## config.mk

```make
export PLATFORM = sky130hd
export DESIGN_NAME = alu_iter_exec_flat
export DESIGN_NICKNAME = d
export VERILOG_FILES = /design/src/rtl/alu_iter_exec_if.sv /design/src/rtl/alu_iter_exec.sv /design/src/flat_wrapper.sv
export SDC_FILE = /design/constraint.sdc
export NUM_CORES = 1
export LEC_CHECK = 0
export CORE_MARGIN = 2
export CORE_UTILIZATION = 55
export CTS_CLUSTER_DIAMETER = 200
export CTS_CLUSTER_SIZE = 8
export DETAILED_ROUTE_END_ITERATION = 8
export PLACE_DENSITY = 0.88
export SYNTH_ARGS = -nofsm -noshare
export SYNTH_HDL_FRONTEND = slang
export SYNTH_SLANG_ARGS = --single-unit
```

## constraint.sdc

```tcl
create_clock -name clk_i -period 3.2 [get_ports clk_i]
set_input_delay 0.8 -clock clk_i [delete_from_list [all_inputs] [get_ports clk_i]]
set_output_delay 0.8 -clock clk_i [all_outputs]
set_load 0.02 [all_outputs]
```

## src/rtl/alu_iter_exec_if.sv

```systemverilog
// alu_iter_exec_if: request/response bundle between the pipeline and the iterative ALU
//   start_i/flush_i/ALUOp_i/funct_i/data1_i/data2_i : pipeline -> ALU
//   ALUCtrl_o/result_o/done_o/busy_o/illegal_o/dz_o : ALU -> pipeline
interface alu_iter_exec_if #(parameter int WIDTH = 32);
  logic             start_i;
  logic             flush_i;
  logic [1:0]       ALUOp_i;
  logic [5:0]       funct_i;
  logic [WIDTH-1:0] data1_i;
  logic [WIDTH-1:0] data2_i;
  logic [2:0]       ALUCtrl_o;
  logic [WIDTH-1:0] result_o;
  logic             done_o;
  logic             busy_o;
  logic             illegal_o;
  logic             dz_o;
  modport master (
    output start_i, flush_i, ALUOp_i, funct_i, data1_i, data2_i,
    input  ALUCtrl_o, result_o, done_o, busy_o, illegal_o, dz_o
  );
  modport slave (
    input  start_i, flush_i, ALUOp_i, funct_i, data1_i, data2_i,
    output ALUCtrl_o, result_o, done_o, busy_o, illegal_o, dz_o
  );
endinterface

```

## src/rtl/alu_iter_exec.sv

```systemverilog
// alu_iter_exec: ALU control decode plus execution, add/sub/and/or in one cycle, mul/divu iterative
//   clk_i : rising-edge clock
//   rst_i : asynchronous active-low reset
//   bus   : alu_iter_exec_if slave (request inputs, result/done/busy/illegal/dz outputs)
module alu_iter_exec #(
  parameter int WIDTH      = 32,
  parameter bit ENABLE_DIV = 1'b1
) (
  input logic           clk_i,
  input logic           rst_i,
  alu_iter_exec_if.slave bus
);
  localparam int CW = $clog2(WIDTH) + 1;
  typedef enum logic [1:0] {IDLE, MUL, DIV} state_t;
  state_t           state_q, state_d;
  logic [CW-1:0]    cnt_q, cnt_d;
  logic [WIDTH-1:0] acc_q, acc_d, a_q, a_d, b_q, b_d, result_q, result_d;
  logic             done_q, done_d, illegal_q, illegal_d, dz_q, dz_d;
  logic [2:0]       ctrl;
  logic [WIDTH-1:0] mul_acc, div_rem, div_quo, alu_res;
  logic [WIDTH:0]   rem_sh, diff;
  logic             ge;
  always_comb begin
    ctrl = 3'b111;
    case (bus.ALUOp_i)
      2'b00: ctrl = 3'b010;
      2'b01: ctrl = 3'b110;
      2'b10: ctrl = 3'b001;
      default:
        case (bus.funct_i)
          6'b100000: ctrl = 3'b010;
          6'b100010: ctrl = 3'b110;
          6'b100100: ctrl = 3'b000;
          6'b100101: ctrl = 3'b001;
          6'b011000: ctrl = 3'b011;
          6'b011010: ctrl = ENABLE_DIV ? 3'b100 : 3'b111;
          default:   ctrl = 3'b111;
        endcase
    endcase
  end
  assign alu_res = ctrl == 3'b010 ? bus.data1_i + bus.data2_i :
                   ctrl == 3'b110 ? bus.data1_i - bus.data2_i :
                   ctrl == 3'b000 ? bus.data1_i & bus.data2_i :
                   ctrl == 3'b001 ? bus.data1_i | bus.data2_i : '0;
  // mul: acc = product, a = shifted multiplicand, b = shifted multiplier
  assign mul_acc = acc_q + (b_q[0] ? a_q : '0);
  // divu: acc = partial remainder, a = dividend shifting out / quotient shifting in, b = divisor
  // a zero divisor always "fits", which yields the all-ones quotient
  assign rem_sh  = {acc_q, a_q[WIDTH-1]};
  assign diff    = rem_sh - {1'b0, b_q};
  assign ge      = ~diff[WIDTH] | ~|b_q;
  assign div_rem = ge ? diff[WIDTH-1:0] : rem_sh[WIDTH-1:0];
  assign div_quo = {a_q[WIDTH-2:0], ge};
  always_comb begin
    state_d   = state_q;
    cnt_d     = cnt_q;
    acc_d     = acc_q;
    a_d       = a_q;
    b_d       = b_q;
    result_d  = result_q;
    done_d    = 1'b0;
    illegal_d = 1'b0;
    dz_d      = 1'b0;
    if (bus.flush_i) state_d = IDLE;
    else
      case (state_q)
        IDLE:
          if (bus.start_i) begin
            acc_d = '0;
            a_d   = bus.data1_i;
            b_d   = bus.data2_i;
            cnt_d = CW'(WIDTH - 1);
            case (ctrl)
              3'b011: state_d = MUL;
              3'b100: state_d = DIV;
              default: begin
                done_d    = 1'b1;
                illegal_d = ctrl == 3'b111;
                result_d  = alu_res;
              end
            endcase
          end
        MUL: begin
          acc_d = mul_acc;
          a_d   = a_q << 1;
          b_d   = b_q >> 1;
          cnt_d = cnt_q - 1'b1;
          if (cnt_q == '0) begin
            state_d  = IDLE;
            cnt_d    = '0;
            done_d   = 1'b1;
            result_d = mul_acc;
          end
        end
        DIV: begin
          acc_d = div_rem;
          a_d   = div_quo;
          cnt_d = cnt_q - 1'b1;
          if (cnt_q == '0) begin
            state_d  = IDLE;
            cnt_d    = '0;
            done_d   = 1'b1;
            dz_d     = ~|b_q;
            result_d = div_quo;
          end
        end
        default: state_d = IDLE;
      endcase
  end
  always_ff @(posedge clk_i or negedge rst_i) begin
    if (!rst_i) begin
      state_q   <= IDLE;
      cnt_q     <= '0;
      acc_q     <= '0;
      a_q       <= '0;
      b_q       <= '0;
      result_q  <= '0;
      done_q    <= 1'b0;
      illegal_q <= 1'b0;
      dz_q      <= 1'b0;
    end else begin
      state_q   <= state_d;
      cnt_q     <= cnt_d;
      acc_q     <= acc_d;
      a_q       <= a_d;
      b_q       <= b_d;
      result_q  <= result_d;
      done_q    <= done_d;
      illegal_q <= illegal_d;
      dz_q      <= dz_d;
    end
  end
  assign bus.ALUCtrl_o = ctrl;
  assign bus.result_o  = result_q;
  assign bus.done_o    = done_q;
  assign bus.busy_o    = state_q != IDLE;
  assign bus.illegal_o = illegal_q;
  assign bus.dz_o      = dz_q;
endmodule

```

## src/flat_wrapper.sv

```systemverilog
// flat-port wrapper written by rule: the top's interface ports become plain ports
module alu_iter_exec_flat 
#(
  parameter int WIDTH      = 32,
  parameter bit ENABLE_DIV = 1'b1
)
  (clk_i, rst_i, bus_start_i, bus_flush_i, bus_ALUOp_i, bus_funct_i, bus_data1_i, bus_data2_i, bus_ALUCtrl_o, bus_result_o, bus_done_o, bus_busy_o, bus_illegal_o, bus_dz_o);
  alu_iter_exec_if #(.WIDTH(WIDTH)) bus_i ();
  input logic clk_i;
  input logic rst_i;
  input wire logic [$bits(bus_i.start_i)-1:0] bus_start_i;
  input wire logic [$bits(bus_i.flush_i)-1:0] bus_flush_i;
  input wire logic [$bits(bus_i.ALUOp_i)-1:0] bus_ALUOp_i;
  input wire logic [$bits(bus_i.funct_i)-1:0] bus_funct_i;
  input wire logic [$bits(bus_i.data1_i)-1:0] bus_data1_i;
  input wire logic [$bits(bus_i.data2_i)-1:0] bus_data2_i;
  output wire logic [$bits(bus_i.ALUCtrl_o)-1:0] bus_ALUCtrl_o;
  output wire logic [$bits(bus_i.result_o)-1:0] bus_result_o;
  output wire logic [$bits(bus_i.done_o)-1:0] bus_done_o;
  output wire logic [$bits(bus_i.busy_o)-1:0] bus_busy_o;
  output wire logic [$bits(bus_i.illegal_o)-1:0] bus_illegal_o;
  output wire logic [$bits(bus_i.dz_o)-1:0] bus_dz_o;
  assign bus_i.start_i = bus_start_i;
  assign bus_i.flush_i = bus_flush_i;
  assign bus_i.ALUOp_i = bus_ALUOp_i;
  assign bus_i.funct_i = bus_funct_i;
  assign bus_i.data1_i = bus_data1_i;
  assign bus_i.data2_i = bus_data2_i;
  assign bus_ALUCtrl_o = bus_i.ALUCtrl_o;
  assign bus_result_o = bus_i.result_o;
  assign bus_done_o = bus_i.done_o;
  assign bus_busy_o = bus_i.busy_o;
  assign bus_illegal_o = bus_i.illegal_o;
  assign bus_dz_o = bus_i.dz_o;
  alu_iter_exec #(.WIDTH(WIDTH), .ENABLE_DIV(ENABLE_DIV)) u_core (.clk_i(clk_i), .rst_i(rst_i), .bus(bus_i));
endmodule
```

==> results of run 1 <==
## per-layer routing
| layer | overflow | global-route usage [%] |
|---|---|---|
| met5 | 0 | 59.5 |
| met4 | 64 | 82.3 |
| met3 | 2 | 73.3 |
| met2 | 49 | 92.0 |
| met1 | 3 | 77.6 |
## cell usage after synthesis, types with 5 or more instances
master       n
and3_1      13
dfrtp_1    139
nor2b_1     20
inv_1      146
a2bb2oi_1   32
nor3_1      32
or3_1        9
a211oi_1    32
o31a_1       5
xnor2_1     49
a21oi_1    183
o31ai_1     14
o211ai_1    22
a21o_1      51
clkbuf_1    88
o21a_1      15
a31oi_1     23
a221oi_1     8
a221o_1     10
a22o_1       8
o221ai_1     9
ha_1       165
a22oi_1     17
o21ai_1      9
and2_1      37
buf_2       11
nand2b_1    27
nor2_1     146
a311oi_1     5
a32oi_1      5
xor2_1      29
nand4_1     11
o22ai_1      7
or2_2        5
o2111ai_1    5
nand3_1     28
o21ai_0    193
o21bai_1    15
nor4_1      14
mux2i_1     42
a21boi_0    12
a31o_2       5
buf_1        8
nand2_1    223
## stage by stage
stage,TNS [ps],hold WS (ps),setup WS [ps],instance area (um^2),std cells
global placement,-18270,461,-766,19700,2779
detailed placement,-26630,475,-876,19700,2779
floorplan,-9.20,486,-9.20,15200,2001
CTS,-2850,372,-178,21400,2838
## cell families after synthesis
| group | count (synthesis) |
|---|---|
| AO/OA/AOI/OAI | 725 |
| XOR/XNOR | 78 |
| adder cells (fa/ha/maj) | 169 |
| buffers and inverters | 254 |
| flip-flops | 139 |
| multiplexers | 45 |
| AND/OR/NAND/NOR | 591 |
## repair_timing
item	CTS
hold buffers	0
cloned	2
gates resized for setup	254
pin swaps	68
setup buffers	25
setup endpoints to repair	62
==> results.json, run 1 <==
{
  "clock_sinks": 139,
  "status": "did not finish",
  "synthesis.area_um2": 15200,
  "synth_compound_area_share_pct": 30.8,
  "grt_overflow_total": 118,
  "grt_max_degree": 65,
  "synth_top_family_by_area": "compound AO/OA/AOI/OAI gates",
  "yosys_warnings": 0,
  "hpwl_um": 47200,
  "gp_congestion": 1.12,
  "avgSynthCellArea_um2": 7.58,
  "synthAdderAreaFrac_pct": 14.1,
  "synth_top_area_cell": "dfrtp_1",
  "initial_core_util_pct": 56.2,
  "yosysTopAreaCellShare_pct": 22.9,
  "clk_path_buf_depth": 2,
  "firstError": "[ERROR GRT-0232] Routing congestion too high. Check the congestion heatmap in the GUI.",
  "rows": 60,
  "muxShareOfSynthArea_pct": 2.99,
  "port_buffers": 114,
  "die_x_um": 170,
  "synth-async-reset-ratio_pct": 100,
  "synth_xor_area_share_pct": 4.50,
  "root_buffer": "clkbuf_16",
  "grt_usage_pct": 80.9,
  "synth_edf_count": 0,
  "yosys-top-cells-area": "dfrtp_1 (23%), ha_1 (14%), o21ai_0 (6.4%)",
  "synthSimpleGateAreaFrac_pct": 18.2,
  "lastStage": "global routing (5_1_grt)",
  "boundaryPins": 115,
  "synth.distinct_cells": 84,
  "chipHeight_um": 170,
  "cts_buffers": 17,
  "synth-seq-cells": 139,
  "cts.htree.levels": 4,
  "synth_nets": 2246,
  "yosys_most_used_dff": "dfrtp_1",
  "synth_cells": 2001,
  "yosysSeqAreaShare_pct": 22.9
}
==> run 2: changes to the inputs <==
--- a/config.mk
+++ b/config.mk
@@ -6,11 +6,9 @@
 export NUM_CORES = 1
 export LEC_CHECK = 0
 export CORE_MARGIN = 2
-export CORE_UTILIZATION = 55
-export CTS_CLUSTER_DIAMETER = 200
-export CTS_CLUSTER_SIZE = 8
+export CORE_UTILIZATION = 40
 export DETAILED_ROUTE_END_ITERATION = 8
-export PLACE_DENSITY = 0.88
+export PLACE_DENSITY_LB_ADDON = 0.15
 export SYNTH_ARGS = -nofsm -noshare
 export SYNTH_HDL_FRONTEND = slang
 export SYNTH_SLANG_ARGS = --single-unit
==> constraint.sdc (replaced) <==
create_clock -name clk_i -period 4.15 [get_ports clk_i]
set_input_delay 1.0375 -clock clk_i [delete_from_list [all_inputs] [get_ports clk_i]]
set_output_delay 1.0375 -clock clk_i [all_outputs]
set_load 0.02 [all_outputs]
==> results.json, run 2 <==
{
  "max_stage_delay_ps": 530,
  "synth_most_common_cell": "nand2_1",
  "synth_top_area_cell": "dfrtp_1",
  "placed_cell_area_um2": 18200,
  "crit_top_cell": "clkdlybuf4s50_1",
  "vias": 15700,
  "powerDensity_nw_per_um2": 279,
  "route.antenna.remaining_nets": 0,
  "worst_ir_drop_vdd_mv": 0.329,
  "synth_cells": 2001,
  "synth_nets": 2246,
  "critPathSlowestCell": "clkdlybuf4s50_1",
  "cts_buffers": 17,
  "yosys_most_used_dff": "dfrtp_1",
  "hold_viol_final": 0,
  "postCtsHoldBufs": 0,
  "p_seq_share_pct": 32.2,
  "dr.pass1.iters": 5,
  "fin_cells": 2757,
  "yosysSeqAreaShare_pct": 22.9,
  "timing.slew.headroom_pct": 39.4,
  "intPower_uw": 3380,
  "drc": 0,
  "boundaryPins": 115,
  "postCtsSetupRepairBufs": 0,
  "yosys_warnings": 0,
  "dp_slack_ps": -391,
  "gp_congestion": 0.974,
  "avgSynthCellArea_um2": 7.58,
  "clk_pin_slew_ps": 60,
  "crit_chain": "clkdlybuf4s50_1 > or3b_1 > a221o_1 > nand2_1 > inv_1 > clkdlybuf4s50_1",
  "fin_crit_sh_pct": 97.1,
  "leakage_uw": 0.00877,
  "worst_pin_slew_ps": 907,
  "insertion_delay_ps": 440,
  "slew_viol_final": 0,
  "die_x_um": 199,
  "grt_usage_pct": 28.8,
  "critPathCaptureType": "primary output",
  "cp_max_fo": 4,
  "status": "complete, no violations",
  "vias_per_cell": 5.69,
  "tritoncts": "done",
  "synth_edf_count": 0,
  "wire_per_inst_um": 20.6,
  "switching_share_pct": 35.8,
  "hpwl_um": 45700,
  "nNetsFinal": 2478,
  "drv_cap": 0,
  "critPathArrivalTime_ps": 2990,
  "rows": 71,
  "area_growth_pct": 24.3,
  "rsz0062_at_grt": "false",
  "maxClockFrequency_ghz": 0.248,
  "final_common_cell": "nand2_1",
  "dp.cells": 2725,
  "pwr-share-clk_pct": 31.1,
  "finalInstanceArea_um2": 18900,
  "yosysTopAreaCellShare_pct": 22.9,
  "synth-async-reset-ratio_pct": 100,
  "hp-start": "u_core.bus.result_o[10]",
  "yosys-top-cells-area": "dfrtp_1 (23%), ha_1 (14%), o21ai_0 (6.4%)",
  "drive_above_1_share_pct": 12.4,
  "finClkSkew_ps": 7.94,
  "synth-seq-cells": 139,
  "synthTopCellsByCount": "nand2_1 (223), o21ai_0 (193), a21oi_1 (183)",
  "grt_max_degree": 80,
  "startpoint_type": "input pin",
  "fin_setup_tns_ps": 0,
  "chipHeight_um": 199,
  "synthesis.area_um2": 15200,
  "hold_path_class": "flop to flop",
  "combPwrFrac_pct": 36.7,
  "final_cell_mix": "nand2_1 (223), buf_4 (201), o21ai_0 (192)",
  "drt_iter0_markers": 1362,
  "reg2reg_from": "u_core.a_q[31]",
  "critical_path_class": "input pin to primary output",
  "startpoint": "bus_funct_i[5]",
  "grt_overflow_total": 0,
  "root_buffer": "clkbuf_16",
  "synth.distinct_cells": 84,
  "port_buffers": 114,
  "cts.htree.levels": 4,
  "die_area_um2": 39500,
  "initial_core_util_pct": 40.5,
  "clock_sinks": 139,
  "core_um2": 37500,
  "required_ps": 3110,
  "clk_path_buf_depth": 2,
  "setup_ws_ps": 121,
  "grt_pass1_vias": 14900,
  "setup_violations": 0,
  "wirelength_um": 56800,
  "netSwitchingPower_uw": 1880,
  "grt_pass1_wl_um": 86600,
  "period_minus_slack_ps": 4030,
  "antenna_found_initial": 0,
  "diodes": 0
}
==> run 2: cell counts after synthesis <==
No cell type changed its count.
==> run 2: timing repair <==
action	CTS	global route
endpoints found under the setup margin	0	8
endpoints found under the hold margin	0	0
resized for setup	0	8
==> run 2: stage by stage <==
| stage | utilization, % | total power, uW | hold WS (ps) |
|---|---|---|---|
| after detailed placement | 48.6 | 3600 | 473 |
| after CTS | 50.2 | 5260 | 486 |
| after global routing | 50.3 | 5530 | 510 |
| after floorplan | - | 2740 | 486 |
| final | 50.3 | 5260 | 488 |
| after global placement | 48.6 | 3590 | 467 |
==> run 2: cell families after synthesis <==
group | Yosys count | synth area share, %
compound gates | 725 | 30.8
simple gates | 591 | 18.2
buf+inv | 254 | 6.39
fa+ha+maj | 169 | 14.1
flops | 139 | 22.9
xor+xnor | 78 | 4.50
mux | 45 | 2.99
==> run 2: worst paths after layout <==
kind,endpoint,slack [ps],depth (start not counted)
max in group asynchronous,u_core.bus.result_o[29],2700,2
worst min-delay path,u_core.bus.result_o[10],490,2
min in group asynchronous,u_core.bus.result_o[2],630,1
worst max-delay path,bus_ALUCtrl_o[0],120,6
worst min register to register,u_core.bus.result_o[10],490,2
worst max register to register,u_core.acc_q[8],320,14
==> run 2: power groups by stage <==
stage	registers (uW)	clock network, uW	logic (uW)
3_3_place_gp	1710	0	1880
5_1_grt	1710	1710	2110
2_1_floorplan	1710	0	1020
3_5_place_dp	1710	0	1890
4_1_cts	1690	1670	1900
6_report	1700	1630	1930
==> run 2: area by class of cell <==
type / count / area, um^2
fillers: 3745 / 18600
clock buffers: 22 / 454
multi-input cells: 1608 / 10800
clock inverters: 10 / 165
inverters: 147 / 554
well taps: 511 / 639
repair buffers: 320 / 2750
flip-flops and latches: 139 / 3480
==> run 2: worst max-delay path, delay by kind of cell <==
kind                   cells  cell delay, ps
buffers and inverters      3            1080
AND/OR/NAND/NOR            2             540
AO/OA/AOI/OAI              1             340
==> run 2: per-layer routing <==
layer | part of all wire [%] | global-route usage (%) | vias up
li1 | - | - | 7674
met1 | 50 | 43.4 | 7506
met2 | 41 | 41.3 | 442
met3 | 6.3 | 5.29 | 65
met4 | 2.5 | 8.84 | 0
met5 | 0 | 0 | -
Note: power is estimated with default switching activity, not from simulation.
